==> config.mk <==
export PLATFORM = sky130hd
export DESIGN_NAME = mac_dot_sequencer
export DESIGN_NICKNAME = d
export VERILOG_FILES = /design/src/rtl/mac_dot_sequencer.sv
export SDC_FILE = /design/constraint.sdc
export NUM_CORES = 1
export LEC_CHECK = 0
export ABC_AREA = 1
export BUFFER_PORTS_ARGS = -buffer_cell sky130_fd_sc_hd__buf_2
export CAP_MARGIN = 0
export CORE_UTILIZATION = 52
export DETAILED_ROUTE_END_ITERATION = 6
export GPL_ROUTABILITY_DRIVEN = 0
export PLACE_DENSITY_LB_ADDON = 0.25
export SYNTH_ARGS = -nofsm -noshare
export SYNTH_HDL_FRONTEND = slang
export SYNTH_SLANG_ARGS = --single-unit
==> constraint.sdc <==
create_clock -name clk -period 2.55 [get_ports clk]
set_input_delay 0.765 -clock clk [delete_from_list [all_inputs] [get_ports clk]]
set_output_delay 0.765 -clock clk [all_outputs]
set_load 0.05 [all_outputs]
==> src/rtl/mac_dot_sequencer.sv <==
// -----------------------------------------------------------------------------
// mac_dot_sequencer
//
// Upstream controller for a fixed-point saturating MAC. It collects VEC_LEN
// operand pairs per dot product, forwards them to the MAC and clears the
// accumulator before each vector. After the last beat it waits out the MAC
// pipeline, then captures the accumulator and offers it on a result stream.
//
// Ports
//   clk          clock
//   rst          synchronous active-high reset
//   start_i      begin one dot product (only looked at in IDLE)
//   in_valid_i   operand pair valid
//   in_ready_o   pair accepted this cycle (high throughout FEED)
//   in_a_i       operand A (Q6.9 signed)
//   in_b_i       operand B (Q6.9 signed)
//   mac_a_o      registered operand to MAC A (zero during bubbles/idle)
//   mac_b_o      registered operand to MAC B (zero during bubbles/idle)
//   mac_clr_n_o  registered active-low clear to the MAC
//   mac_acc_i    MAC accumulator output
//   out_valid_o  result valid
//   out_ready_i  consumer accepts result
//   out_data_o   captured dot-product result
//   out_sat_o    result equals one of the two saturation codes
//   busy_o       sequencer is not idle
// -----------------------------------------------------------------------------
module mac_dot_sequencer #(
   parameter int WIDTH   = 16,
   parameter int VEC_LEN = 8,
   parameter int MAC_LAT = 4,
   parameter int CNT_W   = 8
) (
   input  logic             clk,
   input  logic             rst,
   input  logic             start_i,
   input  logic             in_valid_i,
   output logic             in_ready_o,
   input  logic [WIDTH-1:0] in_a_i,
   input  logic [WIDTH-1:0] in_b_i,
   output logic [WIDTH-1:0] mac_a_o,
   output logic [WIDTH-1:0] mac_b_o,
   output logic             mac_clr_n_o,
   input  logic [WIDTH-1:0] mac_acc_i,
   output logic             out_valid_o,
   input  logic             out_ready_i,
   output logic [WIDTH-1:0] out_data_o,
   output logic             out_sat_o,
   output logic             busy_o
);

   // Symmetric saturation codes produced by the MAC: +max and -max.
   localparam logic [WIDTH-1:0] SAT_POS = {1'b0, {(WIDTH-1){1'b1}}};
   localparam logic [WIDTH-1:0] SAT_NEG = {1'b1, {(WIDTH-2){1'b0}}, 1'b1};
   localparam logic [CNT_W-1:0] LAST_BEAT = CNT_W'(VEC_LEN - 1);
   localparam logic [CNT_W-1:0] DRAIN_LD  = CNT_W'(MAC_LAT);

   typedef enum logic [1:0] {
      IDLE  = 2'd0,
      FEED  = 2'd1,
      DRAIN = 2'd2,
      OUT   = 2'd3
   } state_e;

   state_e           state_q, state_d;
   logic [CNT_W-1:0] beat_cnt_q, beat_cnt_d;
   logic [CNT_W-1:0] drain_cnt_q, drain_cnt_d;
   logic [WIDTH-1:0] mac_a_q, mac_a_d;
   logic [WIDTH-1:0] mac_b_q, mac_b_d;
   logic             mac_clr_n_q, mac_clr_n_d;
   logic             out_valid_q, out_valid_d;
   logic [WIDTH-1:0] out_data_q, out_data_d;
   logic             out_sat_q, out_sat_d;

   // ------------------------------------------------------------------
   // State register
   // ------------------------------------------------------------------
   always_ff @(posedge clk) begin
      if (rst) begin
         state_q     <= IDLE;
         beat_cnt_q  <= '0;
         drain_cnt_q <= '0;
         mac_a_q     <= '0;
         mac_b_q     <= '0;
         mac_clr_n_q <= 1'b0;
         out_valid_q <= 1'b0;
         out_data_q  <= '0;
         out_sat_q   <= 1'b0;
      end else begin
         state_q     <= state_d;
         beat_cnt_q  <= beat_cnt_d;
         drain_cnt_q <= drain_cnt_d;
         mac_a_q     <= mac_a_d;
         mac_b_q     <= mac_b_d;
         mac_clr_n_q <= mac_clr_n_d;
         out_valid_q <= out_valid_d;
         out_data_q  <= out_data_d;
         out_sat_q   <= out_sat_d;
      end
   end

   // ------------------------------------------------------------------
   // Next-state logic
   // ------------------------------------------------------------------
   always_comb begin
      state_d     = state_q;
      beat_cnt_d  = beat_cnt_q;
      drain_cnt_d = drain_cnt_q;
      // Operands default to zero: a zero pair leaves the accumulator as is,
      // so idle, bubble and drain cycles all feed zeros.
      mac_a_d     = '0;
      mac_b_d     = '0;
      out_valid_d = out_valid_q;
      out_data_d  = out_data_q;
      out_sat_d   = out_sat_q;

      unique case (state_q)
         IDLE: begin
            if (start_i) begin
               state_d    = FEED;
               beat_cnt_d = '0;
            end
         end

         FEED: begin
            if (in_valid_i) begin
               mac_a_d    = in_a_i;
               mac_b_d    = in_b_i;
               beat_cnt_d = beat_cnt_q + 1'b1;
               if (beat_cnt_q == LAST_BEAT) begin
                  state_d     = DRAIN;
                  drain_cnt_d = DRAIN_LD;
               end
            end
         end

         DRAIN: begin
            // The last operand pair reaches mac_acc MAC_LAT edges after it
            // was registered; capturing once the counter has reached zero
            // samples it one cycle after it became visible.
            if (drain_cnt_q == '0) begin
               out_data_d  = mac_acc_i;
               out_sat_d   = (mac_acc_i == SAT_POS) || (mac_acc_i == SAT_NEG);
               out_valid_d = 1'b1;
               state_d     = OUT;
            end else begin
               drain_cnt_d = drain_cnt_q - 1'b1;
            end
         end

         OUT: begin
            if (out_ready_i) begin
               out_valid_d = 1'b0;
               state_d     = IDLE;
            end
         end

         default: state_d = IDLE;
      endcase

      // Clear is registered from the next state so it is low for exactly
      // the cycles spent in IDLE and high from the first FEED cycle on.
      mac_clr_n_d = (state_d != IDLE);
   end

   assign in_ready_o  = (state_q == FEED);
   assign busy_o      = (state_q != IDLE);
   assign mac_a_o     = mac_a_q;
   assign mac_b_o     = mac_b_q;
   assign mac_clr_n_o = mac_clr_n_q;
   assign out_valid_o = out_valid_q;
   assign out_data_o  = out_data_q;
   assign out_sat_o   = out_sat_q;

endmodule

==> results of run 1 <==
kinds of logic (layout without fill, tap and decap cells):
kind of cell	Yosys count	after routing	synth area share, %
AND/OR/NAND/NOR	178	178	28.93
AO/OA/AOI/OAI	44	44	8.364
XOR/XNOR	2	2	0.6471
buffers and inverters	68	182	10.12
flip-flops	69	69	51.02
adder cells (fa/ha/maj)	2	2	0.9241
metal layers:
metal	global-route usage, %	up-vias
li1	-	1327
met1	23.46	1112
met5	0	-
met3	8.130	10
met2	37.68	91
met4	10.26	0
worst register-to-register path, stage by stage, from the launching register on:
cell,delay [ns]
dfxtp_1,0.32
inv_1,0.08
ha_1,0.25
nand3_1,0.17
nor2_4,0.43
nor3_1,0.11
a21oi_2,0.11
nor2_1,0.04
power by group through the flow:
stage	Clock [µW]	Combinational (µW)	Sequential (µW)
after global placement	0	196	1120
after floorplan	0	83.2	1160
after global routing	1050	218	1100
after CTS	990	200	1100
after detailed placement	0	199	1120
final	977	199	1100
sequential cells by signal (all words and copies together), names as in the netlist:
register / count
mac_a_o: 16
mac_b_o: 16
out_data_o: 16
beat_cnt_q: 8
drain_cnt_q: 8
state_q: 2
mac_clr_n_o: 1
out_sat_o: 1
out_valid_o: 1
layout make-up:
cell class              count  area share, %
repair buffers            107          15.43
clock inverters             7          2.822
flip-flops and latches     69          39.44
multi-input cells         226          30.05
inverters                  59          6.324
clock buffers               9          3.537
well taps                  67          2.394
placed cells by master, fill, tap and decap left out, types with 5 or more instances in the layout:
master,netlist,routed
buf_2,0,105
nor2_1,91,91
dfxtp_1,69,69
inv_1,56,56
nand2_1,48,48
o21ai_0,23,23
a21oi_1,16,16
nand3_1,10,10
clkbuf_8,0,9
nor3_1,6,6
nand4_1,5,5
worst paths after layout:
path / start / endpoint / slack [ns] / cells past startpoint
max: state_q[0] / in_ready_o / 0.51 / 3
min reg2reg: drain_cnt_q[0] / drain_cnt_q[0] / 0.44 / 1
min: drain_cnt_q[0] / drain_cnt_q[0] / 0.44 / 1
max reg2reg: drain_cnt_q[0] / drain_cnt_q[1] / 0.92 / 7
stage by stage:
step                cell area, µm²  cells
global placement              3279    528
detailed placement            3279    528
CTS                           3502    544
finish                        3502    544
global route                  3502    544
floorplan                     2708    363
==> flow_metrics.py, run 1 <==
metrics = {
    "timing": {
        "setup_ws_ns": 0.5123,
        "worst_slew_pin_slew_ns": 0.4704,
        "setup_tns_ns": 0,
        "finClkSkew_ns": 0.009947,
        "finalCritPeriodShare_pct": 79.91,
        "period_minus_slack_ns": 2.038,
        "whs_ns": 0.4417,
        "timing.slew.headroom_pct": 68.57,
        "setup_violations": 0,
        "finalHoldViolCount": 0,
        "drv_slew": 0,
        "fmax_ghz": 0.4907,
        "rsz0062_at_grt": "no",
    },
    "final_layout": {
        "multi_input_area_mm2": 0.001052,
        "layout-drive-gt1-share_pct": 29.98,
        "diodes": 0,
        "layout.area.seq_mm2": 0.001381,
        "syn2layout_area_growth_pct": 29.34,
        "final_util_pct": 71.77,
        "fin_nets": 527,
        "fill_cells": 432,
    },
    "route": {
        "first_pass_iters": 6,
        "vias_per_cell": 4.669,
        "drtIter0Drc": 130,
        "drc": 0,
        "wl_met3_um": 361,
        "vias": 2540,
        "dr_wl_met2_mm": 2.828,
        "m1WireLength_mm": 2.404,
        "wl_mm": 5.704,
        "top_layer_used": "met4",
        "ant_nets": 0,
        "drt-wirelength-per-cell_um": 10.49,
    },
    "synthesis": {
        "ys_seq_area_share_pct": 51.02,
        "yosysMostFrequentCell": "nor2_1",
        "yosys-top-cells-count": "nor2_1, dfxtp_1, inv_1",
        "synth_top_cell_by_area": "dfxtp_1",
        "yosysUniqueCellTypes": 26,
        "ys_seq_elements": 69,
        "yosys_warnings": 0,
        "yosys-top-cells-area": "dfxtp_1, nor2_1, inv_1",
        "synth_edf_count": 0,
        "yosysTopAreaCellShare_pct": 51.02,
        "synthArstFlopShare_pct": 0,
        "synth.cell_area_mm2": 0.002708,
        "synth-main-ff-cell": "dfxtp_1",
        "synth_cells": 363,
        "synth_area_per_cell_um2": 7.459,
        "synthesis.nets": 418,
    },
    "clocking": {
        "numCtsBuffers": 9,
        "path_clk_slew_ns": 0.07,
        "clock_latency_ns": 0.34,
        "cts_sinks": 69,
        "cts_tree": "done",
        "ctsResizeCount": 0,
        "cts_root_buffer": "clkbuf_8",
        "post_cts_buffers": 0,
        "htreeDepth": 3,
        "hold_buffers": 0,
        "clk_path_buf_depth": 2,
    },
    "hold_path": {
        "hold_class": "reg2reg",
    },
    "power_and_ir_drop": {
        "p_switching_uw": 562.5,
        "p_leak_uw": 0.001864,
        "total_power_uw": 2275,
        "peakVddDrop_uv": 518.9,
        "p_seq_share_pct": 48.3,
        "p_int_uw": 1713,
        "comb_power_share_pct": 8.8,
        "power_density_mw_per_mm2": 649.6,
        "p_clk_share_pct": 42.9,
        "p_sw_share_pct": 24.72,
    },
    "setup_path": {
        "cp.arrival_ns": 1.27,
        "cp_num_buf_inv": 2,
        "slowest_stage": "dfxtp_1",
        "worstPathCellList": "inv_2 > nor2_4 > buf_2",
        "cpPeakStageDelay_ns": 0.38,
        "startpoint_type": "flop",
        "setup.worst_path.end_class": "output pin",
        "cp_max_fo": 7,
        "cp_top_family": "buffers and inverters",
        "critPathKind": "reg2out",
        "required_ns": 1.79,
    },
    "floorplanning": {
        "die_w_um": 74.16,
        "die_area_mm2": 0.005500,
        "row_count": 25,
        "die_y_um": 74.16,
        "initial_utilization_pct": 55.49,
        "io_pins": 106,
        "fp.coreArea_mm2": 0.004880,
    },
    "placed_design": {
        "hpwl_mm": 4.191,
        "portBuffers": 105,
        "post-place-ws_ns": 0.8329,
    },
    "job": {
        "maxCapViolCount": 0,
    },
    "grt": {
        "antenna_found_initial": 0,
        "overflow": 0,
        "grt_pass1_wl_mm": 9.080,
        "grt_max_degree": 33,
        "grt_pass1_vias": 2257,
        "grt_use_total_pct": 21.75,
    },
    "outcome": {
        "status": "completed",
    },
}
(Power assumes the default switching activity.)
==> run 2: changes to the inputs <==
- ABC_AREA: 1 -> 0
- CORE_UTILIZATION: 52 -> 42
- clock period: 2.55 -> 1.85 ns (I/O delays scaled with it)
==> flow_metrics.py, run 2 <==
metrics = {
    "final_layout": {
        "fin_nets": 433,
        "final_common_cell": "buf_2",
        "layout-drive-gt1-share_pct": 37.08,
        "stdcell_count": 455,
        "fill_cells": 501,
        "diodes": 0,
        "multi_input_area_mm2": 0.001056,
        "final_util_pct": 59.68,
        "final_cell_mix": "buf_2, dfxtp_1, nand2_1, and2_1, a21oi_1",
        "syn2layout_area_growth_pct": 33.88,
        "layout.area.seq_mm2": 0.001384,
    },
    "synthesis": {
        "synth_top_family_by_area": "simple AND/OR/NAND/NOR gates",
        "synthAdderAreaFrac_pct": 0.9950,
        "yosys-top-cells-count": "dfxtp_1, nand2_1, and2_1",
        "synth_xor_xnor_area_share_pct": 2.786,
        "yosys-top-cells-area": "dfxtp_1, and2_1, nand2_1",
        "synthArstFlopShare_pct": 0,
        "yosysTopAreaCellShare_pct": 54.93,
        "synth_area_per_cell_um2": 9.490,
        "synth_cells": 265,
        "synth.cell_area_mm2": 0.002515,
        "yosys_warnings": 0,
        "yosysUniqueCellTypes": 44,
        "yosysMostFrequentCell": "dfxtp_1",
        "synthSimpleGateAreaFrac_pct": 27.51,
        "synthMuxAreaShare_pct": 0.7960,
        "synth_compound_area_share_pct": 9.900,
        "synthesis.nets": 320,
        "synth_top_cell_by_area": "dfxtp_1",
        "ys_seq_elements": 69,
        "synth_edf_count": 0,
        "synth-main-ff-cell": "dfxtp_1",
        "ys_seq_area_share_pct": 54.93,
    },
    "route": {
        "wl_mm": 5.566,
        "drtIter0Drc": 111,
        "vias": 2216,
        "drt-wirelength-per-cell_um": 12.23,
        "ant_nets": 0,
        "first_pass_iters": 4,
        "drc": 0,
        "vias_per_cell": 4.870,
    },
    "grt": {
        "grt_max_degree": 33,
        "overflow": 0,
        "use_met3_pct": 6.514,
        "grt_use_met1_pct": 21.36,
        "grt_use_total_pct": 18.17,
        "grt_pass1_wl_mm": 8.673,
        "use_met2_pct": 28.79,
        "grt_pass1_vias": 1949,
        "antenna_found_initial": 0,
        "busiest_layer": "met2",
    },
    "setup_path": {
        "reg2reg_from": "drain_cnt_q[0]",
        "setup.worst_path.end_class": "output pin",
        "critPathKind": "reg2out",
        "cp_max_fo": 9,
        "required_ns": 1.29,
        "cp.arrival_ns": 1.22,
        "critPathLaunch": "state_q[0]",
        "startpoint_type": "flop",
    },
    "placed_design": {
        "portBuffers": 105,
        "hpwl_mm": 4.051,
        "post-place-ws_ns": -0.04353,
        "dp.cells": 439,
    },
    "timing": {
        "setup_tns_ns": 0,
        "setup_ws_ns": 0.07049,
        "rsz0062_at_grt": "no",
        "finalCritPeriodShare_pct": 96.19,
        "finalHoldViolCount": 0,
        "period_minus_slack_ns": 1.780,
        "drv_slew": 0,
        "fmax_ghz": 0.5620,
        "finClkSkew_ns": 0.009961,
        "setup_violations": 0,
        "worst_slew_pin_slew_ns": 0.3436,
        "timing.slew.headroom_pct": 76.77,
    },
    "job": {
        "maxCapViolCount": 0,
    },
    "power_and_ir_drop": {
        "p_leak_uw": 0.001517,
        "total_power_uw": 2957,
        "power_density_mw_per_mm2": 878.2,
        "peakVddDrop_uv": 624.9,
    },
    "clocking": {
        "cts_sinks": 69,
        "path_clk_slew_ns": 0.08,
        "clock_latency_ns": 0.34,
        "cts_tree": "done",
        "hold_buffers": 0,
        "htreeDepth": 3,
        "cts_root_buffer": "clkbuf_8",
        "clk_path_buf_depth": 2,
        "numCtsBuffers": 9,
    },
    "hold_path": {
        "hp-start": "in_a_i[10]",
        "hold_class": "in2reg",
    },
    "outcome": {
        "status": "completed",
    },
    "floorplanning": {
        "die_w_um": 79.38,
        "row_count": 27,
        "die_area_mm2": 0.006301,
        "die_y_um": 79.38,
        "initial_utilization_pct": 44.58,
        "fp.coreArea_mm2": 0.005642,
        "io_pins": 106,
    },
}
==> run 2: cell count changes after synthesis, moves of 4 or more <==
cell	previous run	this run
a21oi_1	16	25
nor2_1	91	16
xnor2_1	1	7
nor4_1	2	7
inv_1	56	4
o21ai_0	23	4
nor2_4	4	0
nand2_1	48	40
and2_1	0	32
nand3_1	10	5
==> run 2: layout make-up <==
| cell class | count | share of cell area (%) |
|---|---|---|
| clock buffer | 10 | 4.088 |
| clock inverter | 6 | 1.821 |
| inverter | 4 | 0.4459 |
| multi-input combinational | 180 | 31.36 |
| sequential | 69 | 41.10 |
| tap | 72 | 2.676 |
| timing repair buffer | 114 | 18.51 |
==> run 2: cells by family after synthesis <==
| group | Yosys count |
|---|---|
| AND/OR/NAND/NOR | 127 |
| multiplexers | 2 |
| buffers and inverters | 16 |
| flip-flops | 69 |
| adder cells (fa/ha/maj) | 2 |
| AO/OA/AOI/OAI | 41 |
| XOR/XNOR | 8 |
==> run 2: layer usage <==
layer	part of all wire, %	up-vias
li1	-	1129
met1	44	995
met2	47	83
met3	7.8	9
met4	1.7	0
met5	0	-
==> run 2: path summary, 6_finish.rpt <==
kind,cells past startpoint,slack (ns),endpoint
worst min register to register,2,0.45,out_data_o[3]
worst min-delay path,2,0.41,mac_a_o[10]
worst max-delay path,2,0.07,busy_o
worst max register to register,7,0.18,out_data_o[0]
==> run 2: critical path, stage by stage, from the launching register on <==
cell	delay (ns)
dfxtp_2	0.37
or2_2	0.33
buf_4	0.20
==> run 2: power by group <==
group	switching [µW]	leakage [µW]	internal [µW]	total [µW]
combinational	142	0.000855	85.3	228
sequential	8.48	0.000559	1500	1510
clock	559	0.000102	657	1220
total	710	0.00152	2250	2960
==> run 2: what timing repair did <==
item,4_1_cts,5_1_grt
buffers inserted,0,0
gates resized for setup,1,4
setup endpoints to repair,2,2
==> run 2: per-stage QoR <==
step	instance area, µm²	hold WS [ns]
floorplan	2515	0.4556
global placement	3161	0.4391
detailed placement	3161	0.4453
CTS	3361	0.3949
global route	3367	0.4052
finish	3367	0.4096
